--- config.mk ---
export PLATFORM = sky130hd
export DESIGN_NAME = l2_msg_merge
export DESIGN_NICKNAME = d
export VERILOG_FILES = /design/src/rtl/l2_msg_merge_pkg.sv /design/src/rtl/spandex_consts.sv /design/src/rtl/l2_merge_fifo.sv /design/src/rtl/l2_msg_merge.sv
export SDC_FILE = /design/constraint.sdc
export NUM_CORES = 2
export LEC_CHECK = 0
export CORE_UTILIZATION = 40
export DETAILED_ROUTE_END_ITERATION = 16
export PLACE_DENSITY = 0.71
export REMOVE_ABC_BUFFERS = 1
export SLEW_MARGIN = 15
export SYNTH_ARGS = -nofsm -noshare
export SYNTH_HDL_FRONTEND = slang
export SYNTH_HIERARCHICAL = 1
export SYNTH_SLANG_ARGS = --single-unit
export TNS_END_PERCENT = 1
--- constraint.sdc ---
create_clock -name clk -period 11.92 [get_ports clk]
set_input_delay 2.384 -clock clk [delete_from_list [all_inputs] [get_ports clk]]
set_output_delay 2.384 -clock clk [all_outputs]
set_load 0.005 [all_outputs]
--- src/rtl/l2_msg_merge_pkg.sv ---
// Arbiter state encoding and channel-index width helper for l2_msg_merge.
package l2_msg_merge_pkg;
  typedef enum logic {ARB_IDLE, ARB_LOCKED} arb_state_e;

  function automatic int ch_w(input int n);
    return (n > 1) ? $clog2(n) : 1;
  endfunction
endpackage

--- src/rtl/spandex_consts.sv ---
// Shared L2-side constants used as parameter defaults across the NoC glue.
package spandex_consts;
  localparam int L2_MERGE_DEPTH_DEFAULT = 4;
endpackage

--- src/rtl/l2_merge_fifo.sv ---
// Per-channel circular FIFO; 1-cycle push-to-head latency, o_rdy from the registered count only.
module l2_merge_fifo #(
  parameter int DEPTH = 4,
  parameter int MSG_W = 256
) (
  input  logic             clk,
  input  logic             rst,
  input  logic             i_push,
  input  logic [MSG_W-1:0] i_dat,
  input  logic             i_pop,
  output logic             o_rdy,
  output logic             o_vld,
  output logic [MSG_W-1:0] o_dat
);
  localparam int PW = $clog2(DEPTH);
  localparam int CW = PW + 1;

  logic [MSG_W-1:0] r_mem [DEPTH];
  logic [PW-1:0]    r_wr;
  logic [PW-1:0]    r_rd;
  logic [CW-1:0]    r_cnt;
  logic             w_push;
  logic             w_pop;

  // A full FIFO refuses a push even while it pops in the same cycle.
  assign o_rdy  = (r_cnt != CW'(DEPTH));
  assign o_vld  = (r_cnt != '0);
  assign o_dat  = o_vld ? r_mem[r_rd] : '0;
  assign w_push = i_push && o_rdy;
  assign w_pop  = i_pop && o_vld;

  always_ff @(posedge clk) begin
    if (w_push) r_mem[r_wr] <= i_dat;
  end

  always_ff @(posedge clk) begin
    if (rst) begin
      r_wr  <= '0;
      r_rd  <= '0;
      r_cnt <= '0;
    end else begin
      if (w_push) r_wr <= r_wr + 1'b1;
      if (w_pop)  r_rd <= r_rd + 1'b1;
      case ({w_push, w_pop})
        2'b10:   r_cnt <= r_cnt + 1'b1;
        2'b01:   r_cnt <= r_cnt - 1'b1;
        default: r_cnt <= r_cnt;
      endcase
    end
  end
endmodule

--- src/rtl/l2_msg_merge.sv ---
// N-channel message merge: per-channel FIFOs drained by a RR/fixed arbiter; in->out latency 1 cycle.
// Grant locks while out_ready is low; optional stall counters under L2_MERGE_STATS_EN.
module l2_msg_merge
  import spandex_consts::*;
  import l2_msg_merge_pkg::*;
#(
  parameter int NUM_CH   = 2,
  parameter int DEPTH    = L2_MERGE_DEPTH_DEFAULT,
  parameter int MSG_W    = 256,
  parameter int ARB_MODE = 0,
  localparam int CH_W    = ch_w(NUM_CH)
) (
  input  logic                    clk,
  input  logic                    rst,
  input  logic [NUM_CH-1:0]       in_valid,
  output logic [NUM_CH-1:0]       in_ready,
  input  logic [NUM_CH*MSG_W-1:0] in_data,
  output logic                    out_valid,
  input  logic                    out_ready,
  output logic [MSG_W-1:0]        out_data,
  output logic [CH_W-1:0]         out_ch
`ifdef L2_MERGE_STATS_EN
  ,
  output logic [NUM_CH*16-1:0]    stats_stall_cnt
`endif
);
  logic [NUM_CH-1:0] w_vld;
  logic [NUM_CH-1:0] w_pop;
  logic [MSG_W-1:0]  w_head [NUM_CH];
  arb_state_e        r_state;
  logic [CH_W-1:0]   r_grant;
  logic [CH_W-1:0]   r_rr_ptr;
  logic [CH_W-1:0]   w_pick;
  logic [CH_W-1:0]   w_idx;
  logic [CH_W-1:0]   w_grant;
  logic [CH_W-1:0]   w_rr_nxt;
  logic              w_found;
  logic              w_hs;

  for (genvar g = 0; g < NUM_CH; g++) begin : g_ch
    l2_merge_fifo #(.DEPTH(DEPTH), .MSG_W(MSG_W)) u_fifo (
      .clk    (clk),
      .rst    (rst),
      .i_push (in_valid[g]),
      .i_dat  (in_data[g*MSG_W +: MSG_W]),
      .i_pop  (w_pop[g]),
      .o_rdy  (in_ready[g]),
      .o_vld  (w_vld[g]),
      .o_dat  (w_head[g])
    );
    assign w_pop[g] = w_hs && (w_grant == CH_W'(g));
  end

  function automatic int arb_pos(input int ptr, input int i);
    return (ARB_MODE == 1) ? i : (ptr + i) % NUM_CH;
  endfunction

  always_comb begin
    w_pick  = '0;
    w_idx   = '0;
    w_found = 1'b0;
    for (int i = 0; i < NUM_CH; i++) begin
      w_idx = CH_W'(arb_pos(int'(r_rr_ptr), i));
      if (!w_found && w_vld[w_idx]) begin
        w_found = 1'b1;
        w_pick  = w_idx;
      end
    end
  end

  // Once locked, the held grant wins even if a higher-priority channel fills.
  assign w_grant   = (r_state == ARB_LOCKED) ? r_grant : w_pick;
  assign out_valid = |w_vld;
  assign w_hs      = out_valid && out_ready;
  assign out_ch    = out_valid ? w_grant : '0;
  assign out_data  = out_valid ? w_head[w_grant] : '0;
  assign w_rr_nxt  = (w_grant == CH_W'(NUM_CH - 1)) ? '0 : w_grant + 1'b1;

  always_ff @(posedge clk) begin
    if (rst) begin
      r_state  <= ARB_IDLE;
      r_grant  <= '0;
      r_rr_ptr <= '0;
    end else begin
      case (r_state)
        ARB_IDLE: begin
          if (out_valid && !out_ready) begin
            r_state <= ARB_LOCKED;
            r_grant <= w_pick;
          end
        end
        ARB_LOCKED: begin
          if (out_ready) r_state <= ARB_IDLE;
        end
        default: r_state <= ARB_IDLE;
      endcase
      if (w_hs && ARB_MODE == 0) r_rr_ptr <= w_rr_nxt;
    end
  end

`ifdef L2_MERGE_STATS_EN
  logic [15:0] r_stall_cnt [NUM_CH];

  for (genvar g = 0; g < NUM_CH; g++) begin : g_stats
    always_ff @(posedge clk) begin
      if (rst) begin
        r_stall_cnt[g] <= '0;
      end else if (in_valid[g] && !in_ready[g] && r_stall_cnt[g] != 16'hFFFF) begin
        r_stall_cnt[g] <= r_stall_cnt[g] + 16'd1;
      end
    end
    assign stats_stall_cnt[g*16 +: 16] = r_stall_cnt[g];
  end
`endif
endmodule

Word level (Yosys, flattened, before mapping) --
Memories as Yosys holds them, arrays and structs flattened. A register that Yosys moved wholly into a read port is not among the register bits. Index checks and enable logic that the tools add are counted.
Storage, ports and cells: word-level logic and storage cells 79, input port bits 517, RAM bits 2048, memories 2, register bits after elaboration 17, output and inout port bits 260
Memory list:
- g_ch[0].u_fifo.r_mem | depth 4, width 256, rd ports 1, clocked after memory_dff 1, wr ports 1, RTL line l2_merge_fifo.sv:18 | logic [MSG_W-1:0] r_mem [DEPTH];
- g_ch[1].u_fifo.r_mem | depth 4, width 256, rd ports 1, clocked after memory_dff 1, wr ports 1, RTL line l2_merge_fifo.sv:18
Operators by class: bitwise logic cells 3, add/subtract/negate cells 10, $lt $le $gt $ge 3, eq/ne operators 6, muxes and demuxes 29, reductions and logical operators 17
Operator list (count):
- 256-bit 2-to-1 mux | 6
- 1-bit 2-to-1 mux | 16
- 3-bit one-hot mux with 2 select lines | 2
- 1-bit logical AND | 9
- 2-bit by 1-bit adder with 2-bit output, second input constant | 4
- 2-bit 2-to-1 mux | 4
- 3-bit by 1-bit adder with 3-bit output, second input constant | 2
- 3-bit inequality test, second input constant | 2
- 3-bit nonzero test | 2
- 3-bit by 1-bit subtractor with 3-bit output, second input constant | 2
- 2-bit by 1-bit equality test with 1-bit output, second input constant | 2
- 2-bit equality test, second input constant | 2
- 1-bit by 2-bit less-than comparator with 1-bit output, second input constant | 2
- 2-bit nonzero test | 2
- 1-bit adder, second input constant | 2
- 2-bit greater-or-equal comparator, second input constant | 1
- 1-bit logical NOT | 2
- 1-bit NOT | 2
- 1-bit NOT with 2-bit output | 1
- 1-bit one-hot mux with 2 select lines | 1
- 2-bit AND reduction | 1
- 2-bit OR reduction | 1

Logic depth before layout (Yosys ltp) --
depth after elaboration 13, gate-level depth with buffers 16, mapped depth without buffers 11

Modules after synthesis --
The synthesis kept the hierarchy.
Modules (own cells, without submodules):
- l2_merge_fifo | area an instance 39359.0 µm², instances 2, cells an instance 1676, seq. area each 30929.7 µm²
- l2_msg_merge | area an instance 5302.6 µm², instances 1, cells an instance 875, seq. area each 60.1 µm²

Worst setup path after synthesis --
Ideal clock, no wire load.
kind input to register, from input in_valid[0], to memory g_ch[0].u_fifo.r_mem[0][0] (enable), arrival time 8.599 ns, setup time 0.649 ns, buffers on the path 0, stages 2, setup slack 2.672 ns, data required time 11.271 ns, cells stage by stage a21boi_1 and2_1
Between the ends: longest elaborated chain between the ends 3
RTL lines:
- from (decl) | RTL line l2_msg_merge.sv:15 | input logic [NUM_CH-1:0] in_valid,
- 1-bit logical AND | RTL line l2_merge_fifo.sv:29 | assign w_push = i_push && o_rdy;
- 1-bit 2-to-1 mux | RTL line l2_merge_fifo.sv:33 | if (w_push) r_mem[r_wr] <= i_dat;
- 1-bit 2-to-1 mux (not written as such) | RTL line l2_merge_fifo.sv:33
- to (decl) | RTL line l2_merge_fifo.sv:18
Every way passes these cells.

Worst setup path in the final report --
from register g_ch[1].u_fifo.r_cnt[1], to output out_data[172]
Between the ends: longest elaborated chain between the ends 13, elaborated cells on any way between the ends 18, those cells by class 13 x mux; 1 x bitwise; 4 x reduce/logical
RTL lines:
- from (decl) | RTL line l2_merge_fifo.sv:21 | logic [CW-1:0] r_cnt;
- from (signal assigned) | RTL line l2_merge_fifo.sv:45 | 2'b10: r_cnt <= r_cnt + 1'b1;
- from (signal assigned) | RTL line l2_merge_fifo.sv:46 | 2'b01: r_cnt <= r_cnt - 1'b1;
- from (signal assigned) | RTL line l2_merge_fifo.sv:47 | default: r_cnt <= r_cnt;
- 3-bit nonzero test (*) | RTL line l2_merge_fifo.sv:27 | assign o_vld = (r_cnt != '0);
- named net w_vld[1] | RTL line l2_msg_merge.sv:27 | logic [NUM_CH-1:0] w_vld;
- 1-bit 2-to-1 mux (not written as such) (2 in a row) | RTL line l2_msg_merge.sv:64 | if (!w_found && w_vld[w_idx]) begin
- 1-bit 2-to-1 mux | RTL line l2_msg_merge.sv:64
- 1-bit logical NOT | RTL line l2_msg_merge.sv:64
- 1-bit logical AND | RTL line l2_msg_merge.sv:64
- 1-bit 2-to-1 mux | RTL line l2_msg_merge.sv:64
- 1-bit 2-to-1 mux | RTL line l2_msg_merge.sv:72 | assign w_grant = (r_state == ARB_LOCKED) ? r_grant : w_pick;
- 1-bit NOT with 2-bit output (not written as such) | RTL line l2_msg_merge.sv:76 | assign out_data = out_valid ? w_head[w_grant] : '0;
- 256-bit 2-to-1 mux (not written as such) (3 in a row) | RTL line l2_msg_merge.sv:76
- 256-bit 2-to-1 mux (*) | RTL line l2_msg_merge.sv:76
- to (decl) | RTL line l2_msg_merge.sv:20 | output logic [MSG_W-1:0] out_data,
The timed path passes the listed nets; every way through them passes the cells marked *. The select of a mux whose other input is x is not followed.

==> run summary <==
================================================================================
Number of setup buffers added after CTS ...........................            0
Critical-path top delay cell ......................................        buf_4
Worst-Margin Slew .................................................     1.240 ns
Leakage Power .....................................................     32.34 nW
Fill cell instance count of the final layout ......................       16,934
Number of antenna violations at the first check in global routing .           93
PD cells .......................................................... 205.2 nW/µm²
Most instantiated cells after synthesis ........................... edfxtp_1 (2,048), and2_1 (522), nand2_1 (515), mux4_2 (512), mux2i_1 (258)
Tot Pwr ...........................................................     20.59 mW
Run status ........................................................ complete, no violations
Most instantiated flip-flop cell in the synthesis netlist .........     edfxtp_1
Initial core utilization ..........................................       0.4041
Area of the core ..................................................  207,900 µm²
Drt first pass iters ..............................................            5
Total track usage .................................................       0.1919
Max H-tree Level ..................................................            4
Most frequent cell after synthesis ................................     edfxtp_1
Clock root buffer master ..........................................    clkbuf_16
Top post-synthesis cells by area .................................. edfxtp_1 (73%), mux4_2 (14%), and2_1 (3.9%), mux2i_1 (3.1%), nand2_1 (2.3%)
Sort of element at the start of the critical path .................         flop
Worst hold stages .................................................            2
Number of cells on the worst reg-to-reg path ......................           12
Worst clock skew on the final layout ..............................   0.03567 ns
Startpoint-to-endpoint class of the critical path ................. flop to output pin
WL per Instance ...................................................     25.92 µm
Start point of the worst min-delay path ........................... g_ch[1].u_fifo/r_rd[0]
Total setup violations reported at the end of the flow ............            0
Placed Area .......................................................   93,810 µm²
Area fraction of the dominant cell type after synthesis ...........       0.7320
Hold Path Class ................................................... flop to flop
Die H .............................................................     460.3 µm
Count of pins over their slew limit ...............................            0
Horiz. Die Dim ....................................................     460.3 µm
Routability congestion estimate from global placement .............       0.7909
Stages on the worst setup path ....................................            7
Startpoint of the worst register-to-register path ................. g_ch[0].u_fifo/r_cnt[0]
Avg Vias per Cell .................................................        5.378
Synthesized netlist cell count ....................................        4,227
Share of the yosys chip area belonging to registers ...............       0.7370
Clock insertion delay at the later pin of the skew report .........      0.84 ns
Die area ..........................................................  211,900 µm²
Maximum clock path buffer count ...................................            3
Clock tree from TritonCTS .........................................         done
Total number of vias ..............................................       42,961
Aggregate global routing overflow .................................            0
I/O pin count .....................................................          777
First-pass GRT wire length ........................................     298.3 mm
Synth Warn # ......................................................            6
Clock-pin transition on the worst setup and hold timing paths .....      0.06 ns
Placement row count ...............................................          167
Cell taking the most area after synthesis .........................     edfxtp_1
Period utilisation layout .........................................       0.6297
Critical path cell sequence ....................................... or3_4 -> nor2b_1 -> a22oi_2 -> buf_12 -> buf_4 -> mux2i_1 -> clkdlybuf4s50_1
Critical path data arrival time ...................................      5.12 ns
Unrepaired setup endpoints after global routing ...................           no
Number of synthesized flops with an enable pin ....................        2,048
Hpwl dp ...........................................................     125.6 mm
Via count of the first global-routing pass ........................       43,228
Dominant delay contributor by cell family on the critical path .... buffers and inverters
Routed Wire Length ................................................     207.1 mm
Remaining antenna violation count after routing ...................            0
Synthesized area ..................................................   84,020 µm²
Worst IR Drop VDD .................................................  0.0002225 V
Synth Area per Inst ...............................................    19.88 µm²
F_max .............................................................    133.2 MHz
CP max stage delay ................................................      0.86 ns
Cell area after layout ............................................  100,300 µm²
Pin count of the biggest net entering global routing ..............          157
Fraction of layout instances using a drive strength above 1 .......       0.1659
#FFs+latches synth ................................................        2,069
Asr flop ratio synth ..............................................            0
Post-route DRC violation count ....................................            0
First element of the critical path ................................ g_ch[1].u_fifo/r_cnt[1]
Buffers and inverters on the worst path ...........................            3
Element type at the critical path end .............................   output pin
Crit-path max FO ..................................................           74
Number of nets in the layout ......................................        5,537
Max transition margin .............................................       0.1735
Number of violations of the max-capacitance limit .................            0
Number of hold violations in the final report .....................            0
DRT iter0 DRCs ....................................................        4,033
Clock Sinks .......................................................        2,069
Area delta synth->final ...........................................       19.40%
Required time of the critical path ................................      9.54 ns
Netlist cell types ................................................           34
Fin util ..........................................................       0.4825
Number of port buffers ............................................          776
Number of instances resized during post-cts repair ................            0
# hold bufs at CTS ................................................            0
Minimum clock period after layout .................................     7.507 ns
Number of buffers created by CTS ..................................          205
================================================================================
==> stage by stage <==
stage / setup slack (ns) / TNS [ns] / cells / hold WS [ns]
after CTS: 4.262 / 0 / 7955 / 0.5122
after global placement: 5.262 / 0 / 7589 / 0.4729
after floorplan: -12.73 / -3436.78 / 3967 / 0.4566
after detailed placement: 5.225 / 0 / 7589 / 0.5024
after global routing: 4.156 / 0 / 7977 / 0.5481
final: 4.413 / 0 / 7989 / 0.5104
==> path summary, 6_finish.rpt <==
| kind | to | slack [ns] |
|---|---|---|
| min reg2reg | flop | 0.51 |
| max reg2reg | g_ch[0].u_fifo/r_cnt[2] | 7.54 |
| max | out_data[172] | 4.41 |
| min | flop | 0.51 |
==> sequential cells by signal, indices dropped and copies added (netlist names), named ones only <==
name               cells
r_state                1
r_grant                1
g_ch.u_fifo/r_mem   2048
g_ch.u_fifo/r_wr       4
g_ch.u_fifo/r_cnt      6
g_ch.u_fifo/r_rd       4
r_rr_ptr               1
==> power by group <==
group	internal [mW]	switching [mW]	leakage (nW)	total, mW
Clock	3.55	2.68	3.12	6.23
Sequential	8.53	0.131	19.0	8.66
Combinational	2.52	3.17	10.3	5.69
Total	14.6	5.98	32.3	20.6
==> worst register-to-register path: stages, from the launching register on <==
cell	delay, ns
dfxtp_1	0.42
or3_4	0.42
buf_4	0.64
nor2_1	0.37
inv_8	0.51
and3_1	0.51
and2_1	0.18
ha_1	0.20
inv_1	0.06
fa_1	0.38
xor2_1	0.16
or3_1	0.30
a21oi_1	0.14
==> placed cells by master, fill, tap and decap left out, types with 7 or more instances in the layout <==
master              n
ha_1               10
clkinv_2           26
buf_12             19
dfxtp_1            17
bufinv_16          16
inv_1              12
clkinv_1           42
clkbuf_1           55
mux4_2            512
clkdlybuf4s50_1   776
nor2_1             22
nand2b_1            7
nand2_1           515
diode_2            34
and2_1            514
and2_4              8
buf_4              39
o21ai_0             7
mux2i_1           258
edfxtp_1         2048
clkbuf_16         209
==> final cells by class <==
| cell class | instances | area [µm²] | share of cell area |
|---|---|---|---|
| inverter | 13 | 56.30 | 0.0005612 |
| tap | 2788 | 3488 | 0.03477 |
| antenna | 34 | 85.08 | 0.0008481 |
| sequential | 2069 | 61930 | 0.6173 |
| multi-input combinational | 1885 | 19890 | 0.1983 |
| timing repair buffer | 834 | 8441 | 0.08413 |
| clock inverter | 102 | 992.2 | 0.009890 |
| clock buffer | 264 | 5436 | 0.05419 |
==> metal layers <==
metal,global-route usage,vias up,share of wire
li1,-,18227,-
met1,0.2539,22574,0.41
met2,0.3040,1647,0.48
met3,0.05863,407,0.088
met4,0.05763,106,0.025
met5,0,-,0.0034
==> cell families (layout without fill, tap and decap cells) <==
group	after synthesis	count (layout)	share of synthesized area
flip-flops	2069	2069	0.7370
AND/OR/NAND/NOR	1076	1076	0.06408
multiplexers	772	772	0.1682
buffers and inverters	273	1213	0.02673
AO/OA/AOI/OAI	19	19	0.001400
adder cells (fa/ha/maj)	12	12	0.001966
XOR/XNOR	6	6	0.0006254
other	0	34	0
(Power assumes the default switching activity.)
